$ cat src/rtl/seq_divider.sv
// rtl/seq_divider.sv - restoring divider, one quotient bit per clock, start/busy/done handshake
// Optional feature: define SIGNED_DIV_EN for two's-complement operands (magnitude core plus sign fix-up).
module seq_divider #(
    parameter int WIDTH = 16,
    parameter int CNT_W = 5
) (
    input  logic             clk,
    input  logic             rst,
    input  logic             start,
    input  logic [WIDTH-1:0] dividend,
    input  logic [WIDTH-1:0] divisor,
    output logic             busy,
    output logic             done,
    output logic [WIDTH-1:0] quotient,
    output logic [WIDTH-1:0] remainder,
    output logic             div_by_zero
);

    typedef enum logic [1:0] {
        S_IDLE = 2'd0,
        S_RUN  = 2'd1,
        S_DONE = 2'd2
    } state_t;

    localparam logic [CNT_W-1:0] LAST_STEP = CNT_W'(WIDTH - 1);

    state_t           state_q, state_d;
    logic [WIDTH-1:0] dvd_q, dvd_d;
    logic [WIDTH-1:0] rem_q, rem_d;
    logic [WIDTH-1:0] dsr_q, dsr_d;
    logic [WIDTH-1:0] quo_q, quo_d;
    logic [WIDTH-1:0] res_r_q, res_r_d;
    logic [CNT_W-1:0] cnt_q, cnt_d;
    logic             dbz_q, dbz_d;

    logic [WIDTH:0]   partial;
    logic             take;
    logic [WIDTH-1:0] step_rem;
    logic [WIDTH-1:0] step_dvd;
    logic [WIDTH-1:0] a_mag, b_mag;
    logic [WIDTH-1:0] fin_q, fin_r;

    // Dividend register doubles as the quotient shift register: MSBs leave as quotient bits enter.
    assign partial  = {rem_q, dvd_q[WIDTH-1]};
    assign take     = (partial >= {1'b0, dsr_q});
    assign step_rem = take ? (partial[WIDTH-1:0] - dsr_q) : partial[WIDTH-1:0];
    assign step_dvd = {dvd_q[WIDTH-2:0], take};

`ifdef SIGNED_DIV_EN
    logic neg_quo_q, neg_quo_d;
    logic neg_rem_q, neg_rem_d;

    assign a_mag = dividend[WIDTH-1] ? (~dividend + 1'b1) : dividend;
    assign b_mag = divisor[WIDTH-1]  ? (~divisor + 1'b1)  : divisor;
    assign fin_q = neg_quo_q ? (~step_dvd + 1'b1) : step_dvd;
    assign fin_r = neg_rem_q ? (~step_rem + 1'b1) : step_rem;

    always_comb begin
        neg_quo_d = neg_quo_q;
        neg_rem_d = neg_rem_q;
        if (state_q == S_IDLE && start && divisor != '0) begin
            neg_quo_d = dividend[WIDTH-1] ^ divisor[WIDTH-1];
            neg_rem_d = dividend[WIDTH-1];
        end
    end

    always_ff @(posedge clk or posedge rst) begin
        if (rst) begin
            neg_quo_q <= 1'b0;
            neg_rem_q <= 1'b0;
        end else begin
            neg_quo_q <= neg_quo_d;
            neg_rem_q <= neg_rem_d;
        end
    end
`else
    assign a_mag = dividend;
    assign b_mag = divisor;
    assign fin_q = step_dvd;
    assign fin_r = step_rem;
`endif

    always_comb begin
        state_d = state_q;
        dvd_d   = dvd_q;
        rem_d   = rem_q;
        dsr_d   = dsr_q;
        quo_d   = quo_q;
        res_r_d = res_r_q;
        cnt_d   = cnt_q;
        dbz_d   = dbz_q;
        unique case (state_q)
            S_IDLE: begin
                if (start) begin
                    if (divisor == '0) begin
                        quo_d   = '1;
                        res_r_d = dividend;
                        dbz_d   = 1'b1;
                        state_d = S_DONE;
                    end else begin
                        dvd_d   = a_mag;
                        dsr_d   = b_mag;
                        rem_d   = '0;
                        cnt_d   = '0;
                        dbz_d   = 1'b0;
                        state_d = S_RUN;
                    end
                end
            end
            S_RUN: begin
                dvd_d = step_dvd;
                rem_d = step_rem;
                cnt_d = cnt_q + CNT_W'(1);
                if (cnt_q == LAST_STEP) begin
                    quo_d   = fin_q;
                    res_r_d = fin_r;
                    state_d = S_DONE;
                end
            end
            S_DONE: state_d = S_IDLE;
            default: state_d = S_IDLE;
        endcase
    end

    always_ff @(posedge clk or posedge rst) begin
        if (rst) begin
            state_q <= S_IDLE;
            dvd_q   <= '0;
            rem_q   <= '0;
            dsr_q   <= '0;
            quo_q   <= '0;
            res_r_q <= '0;
            cnt_q   <= '0;
            dbz_q   <= 1'b0;
        end else begin
            state_q <= state_d;
            dvd_q   <= dvd_d;
            rem_q   <= rem_d;
            dsr_q   <= dsr_d;
            quo_q   <= quo_d;
            res_r_q <= res_r_d;
            cnt_q   <= cnt_d;
            dbz_q   <= dbz_d;
        end
    end

    assign busy        = (state_q != S_IDLE);
    assign done        = (state_q == S_DONE);
    assign quotient    = quo_q;
    assign remainder   = res_r_q;
    assign div_by_zero = dbz_q;

endmodule

$ cat config.mk
export PLATFORM = sky130hd
export DESIGN_NAME = seq_divider
export DESIGN_NICKNAME = d
export VERILOG_FILES = /design/src/rtl/seq_divider.sv
export SDC_FILE = /design/constraint.sdc
export NUM_CORES = 1
export LEC_CHECK = 0
export ABC_AREA = 1
export CAP_MARGIN = 25
export CORE_MARGIN = 2
export CORE_UTILIZATION = 56
export DETAILED_ROUTE_END_ITERATION = 10
export GPL_TIMING_DRIVEN = 0
export MAX_ROUTING_LAYER = met4
export PLACE_DENSITY = 0.8
export SETUP_SLACK_MARGIN = 0.05
export SLEW_MARGIN = 5
export SYNTH_ARGS = -nofsm -noshare
export SYNTH_HDL_FRONTEND = slang
export SYNTH_SLANG_ARGS = --single-unit
$ cat constraint.sdc
create_clock -name clk -period 3.52 [get_ports clk]
set_input_delay 0.352 -clock clk [delete_from_list [all_inputs] [get_ports clk]]
set_output_delay 0.352 -clock clk [all_outputs]
set_load 0.05 [all_outputs]
## After elaboration in Yosys (flattened, before gate mapping)

Index checks and enable logic that the tools add are counted.

- Flip-flop bits (word level): 88
- Bits of input ports: 35
- Output and inout bits: 35

- $add $sub $neg: 2
- Order comparisons: 1
- Eq/ne operators: 7
- Mux-type cells: 23
- Bitwise logic cells: 1
- Reduce and logical (&&, ||, !) cells: 9

Operators with widths:

| operator | count |
|---|---|
| two-way mux 16 bit | 11 |
| case mux 16 bit (2 select lines) | 4 |
| greater-or-equal comparator 17 x 16 -> 1 bit | 1 |
| logical NOT 16 bit | 1 |
| subtractor 16 bit | 1 |
| two-way mux 5 bit | 2 |
| case mux 5 bit (2 select lines) | 1 |
| inequality test 2 bit, second input constant | 4 |
| two-way mux 2 bit | 3 |
| AND reduction 3 bit | 2 |
| adder 5 x 1 -> 5 bit, second input constant | 1 |
| equality test 5 x 4 -> 1 bit, second input constant | 1 |
| case mux 2 bit (2 select lines) | 1 |
| AND reduction 2 bit | 2 |
| AND reduction 4 bit | 1 |
| nonzero test 2 bit | 2 |
| equality test 2 x 1 -> 1 bit, second input constant | 1 |
| equality test 2 bit, second input constant | 1 |
| logical NOT 2 bit | 1 |
| two-way mux 1 bit | 1 |
| NOT 1 bit | 1 |

## Depth between registers and ports, before layout

- Depth after elaboration: 4
- Mapped depth: 16
- Mapped depth without buffers: 15

## Least setup slack after synthesis

OpenSTA, ideal clock, no wires.

- Path kind: flip-flop to flip-flop
- From: register cnt_q[0]
- To: register res_r_q[0] (netlist: remainder[0])
- Setup time: 0.113 ns
- Arrival time: 1.795 ns
- Required time: 3.407 ns
- Path slack: 1.612 ns
- Stages on the path, launching flop included: 14
- Path buffers: 1
- Clock period less this slack: 1.908 ns
- Cell sequence: dfrtp_1 -> ha_1 -> nand2_1 -> nor2_1 -> ha_1 -> or2_1 -> nand2_1 -> inv_1 -> nand2_2 -> inv_2 -> buf_2 -> or2_2 -> nand2_1 -> inv_1

- Word-level cells in the longest chain between the ends: 3

RTL lines:

| element | line | text |
|---|---|---|
| from (decl) | 33 | `logic [CNT_W-1:0] cnt_q, cnt_d;` |
| from (signal assigned) | 142 | `cnt_q <= cnt_d;` |
| equality test 5 x 4 -> 1 bit | 114 | `if (cnt_q == LAST_STEP) begin` |
| inequality test 2 bit (no source line) | -- |  |
| AND reduction 4 bit (no source line) | -- |  |
| to (signal assigned) | 141 | `res_r_q <= res_r_d;` |
| to (decl) | 32 | `logic [WIDTH-1:0] res_r_q, res_r_d;` |

Every way passes these cells.
A chain may end at the register's enable or synchronous reset.

## Worst setup path after layout

- From: register cnt_q[0]
- To: register res_r_q[5] (netlist: remainder[5])

Same word-level chain as after synthesis.

==> results.py <==
metrics = {
    "outcome": {
        "run_status": "complete, no violations",
    },
    "critical_path": {
        "crit_required_ns": 3.78,
        "crit_path_end_kind": "flip-flop",
        "crit_path_top_delay_cell": "dfrtp_1",
        "cp_cell_sequence": "ha_1 -> nand2_1 -> nor2_1 -> ha_1 -> or2_1 -> nand2_1 -> inv_1 -> nand2_2 -> inv_2 -> buf_2 -> or2_2 -> nand2_1 -> inv_1",
        "timing.critical_path.mode_cell": "nand2_1",
        "startpoint_type": "flip-flop",
        "cp_num_buf_inv": 4,
        "worst-setup-path-type": "reg -> reg",
        "critical-path-top-delay-family": "simple AND/OR/NAND/NOR gates",
        "worst-path-max-fanout": 10,
        "worstPathArrival_ns": 2.51,
        "timing.critical_path.slowest_cell_delay_ns": 0.42,
    },
    "placed_design": {
        "numPortBuffers": 69,
        "dpl_worst_slack_ns": 1.131,
        "dp_hpwl_mm": 10.07,
        "place.gp.congestion": 0.9536,
    },
    "drt": {
        "drt_pre_antenna_iters": 6,
        "postRouteWirelength_mm": 12.88,
        "antenna_left": 0,
        "post_drt_via_cell_ratio": 5.285,
        "remaining_drcs": 0,
        "via_count": 4741,
        "avgRoutedWirePerCell_um": 14.35,
        "first_iter_violations": 264,
    },
    "clock_network": {
        "cts.htree.levels": 3,
        "tritoncts_num_sinks": 88,
        "cts_resized": 0,
        "numCtsBuffers": 9,
        "post_cts.repair.setup_buffers": 0,
        "cts_tree": "done",
        "cts_root_buf": "clkbuf_8",
        "clock_latency_ns": 0.37,
        "cts.reportedPaths.clkPinSlew_ns": 0.10,
        "clk_path_buf_depth": 2,
        "holdBufCountCts": 0,
    },
    "floorplan": {
        "floorplan.die_area_um2": 9982,
        "die_h_um": 99.91,
        "core.rowCount": 34,
        "floorplan.die.width_um": 99.91,
        "ioPinCount": 70,
        "initial_utilization_pct": 58.50,
        "core_region_area_um2": 8806,
    },
    "timing": {
        "worst_pin_slew_ns": 0.5752,
        "final-setup-viol-count": 0,
        "drv_slew": 0,
        "max-slew-margin-rel_pct": 61.65,
        "count_of_final_hold_check_violations": 0,
        "unrepaired_setup_endpoints_after_global_routing": "false",
        "finalCritPeriodShare_pct": 64.07,
        "worst_hold_slack_ns": 0.3644,
        "post-route-worst-setup-slack_ns": 1.265,
        "period_minus_slack_ns": 2.255,
        "finalClockSkew_ns": 0.01679,
        "max_clock_freq_mhz": 443.4,
    },
    "yosys": {
        "synth.cell_area_um2": 5151,
        "synth.ff_latch_count": 88,
        "synth_top_cell_by_area": "dfrtp_1",
        "synthesis.yosys.warnings": 0,
        "synth_sequential_area_ratio_pct": 42.75,
        "synth.top_cells.by_area": "dfrtp_1 (43%), nand2_1 (14%), inv_1 (8.4%), nand3_1 (5.4%), nor2_1 (4.9%)",
        "post_synth_inst_count": 703,
        "post-synth-top-area-fraction_pct": 42.75,
        "syn_area_per_cell_um2": 7.327,
        "syn-num-nets": 757,
        "post_synth_num_cell_types": 35,
    },
    "finish": {
        "area.sequential_um2": 2202,
        "antenna-diode-count": 0,
        "final_layout_size_suffix_gt1_share_pct": 8.238,
        "fillers": 764,
        "finalNetCount": 838,
        "areaGrowthSynthToFinish_pct": 21.18,
        "multiInputGateArea_um2": 2374,
    },
    "worst_hold_path": {
        "hp-class": "in -> async",
    },
    "global_routing": {
        "grt_first_pass_wirelength_mm": 21.88,
        "first_global_vias": 4597,
        "grt_antenna_before_repair": 0,
        "groute.layer.met3.usage_pct": 4.735,
        "track_usage_pct": 28.51,
        "grt.busiest_layer": "met2",
        "globalRoute.totalOverflow": 0,
        "grtUsageMet2_pct": 44.28,
        "grt.met1_usage_pct": 38.97,
        "pin_count_of_the_biggest_net_entering_global_routing": 51,
    },
    "run": {
        "total_of_max_cap_violations": 0,
    },
}
## kinds of logic after synthesis
family | after synthesis | share of synthesized area, %
compound gates | 66 | 7.141
xor+xnor | 8 | 1.360
fa+ha+maj | 19 | 4.761
buf+inv | 145 | 11.17
flops | 88 | 42.75
simple gates | 377 | 32.82
## routing by layer
metal  vias to the layer above  share of wire (%)
met4                         0                1.7
li1                       2377                  -
met5                         -                  0
met1                      2220                 47
met3                        19                4.1
met2                       125                 47
## stage by stage
stage	cells	setup TNS (ns)	util, %	area (µm²)
after floorplan	703	0	-	5151
after detailed placement	881	0	68.22	6007
after global placement	880	-37.99	67.87	5977
final	897	0	70.89	6242
after CTS	897	0	70.89	6242
after global routing	897	0	70.89	6242
## cells in the final DEF (no fill, tap or decap), types with 3 or more instances in the layout
master	netlist	layout
nor2_1	67	67
clkbuf_8	0	10
nand3_2	9	9
buf_2	10	10
or2_2	15	15
clkbuf_1	8	8
dfrtp_1	88	88
nand3_1	56	56
ha_1	18	18
a21oi_1	10	10
a31oi_1	15	15
o21ai_0	33	33
and2_1	3	3
nand4_1	23	23
clkdlybuf4s50_1	0	69
buf_1	6	6
xor2_1	7	7
nand2_1	194	194
nor2_2	3	3
inv_2	3	3
inv_1	115	114
## synthesized netlist by cell type (all sizes together)
cell type    n
a21oi       10
a22o         1
a31oi       15
a32o         1
and2         3
buf         19
clkbuf       8
dfrtp       88
fa           1
ha          18
inv        118
nand2      196
nand3       66
nand4       23
nor2        71
o211ai       1
o21a         2
o21ai       34
o22ai        2
or2         18
xnor2        1
xor2         7
## flip-flops by register name, indices dropped and copies added, names as in the netlist
name,cells
quotient,16
remainder,16
state_q,2
cnt_q,5
rem_q,16
dsr_q,16
div_by_zero,1
dvd_q,16
## worst paths after layout
path / endpoint / cells past startpoint / startpoint / slack, ns
worst max-delay path: remainder[5] / 13 / cnt_q[0] / 1.26
worst min-delay path: quotient[11] / 2 / rst / 0.36
worst max register to register: remainder[5] / 13 / cnt_q[0] / 1.26
worst min register to register: quotient[0] / 2 / quotient[0] / 0.49
max in group asynchronous: state_q[1] / 3 / rst / 2.52
min in group clk: quotient[0] / 2 / quotient[0] / 0.49
## layout make-up
type                    instances  area share [%]
clock buffers                  10           2.205
clock inverters                 6           1.563
plain buffers                  27           2.125
multi-input cells             470           38.02
repair buffers                 70           11.51
inverters                     118           7.136
well taps                     108           2.165
flip-flops and latches         88           35.28
Power is left out: the tool's default activity adds up to more than one toggle a clock period on the data nets, which glitch-free logic cannot reach.
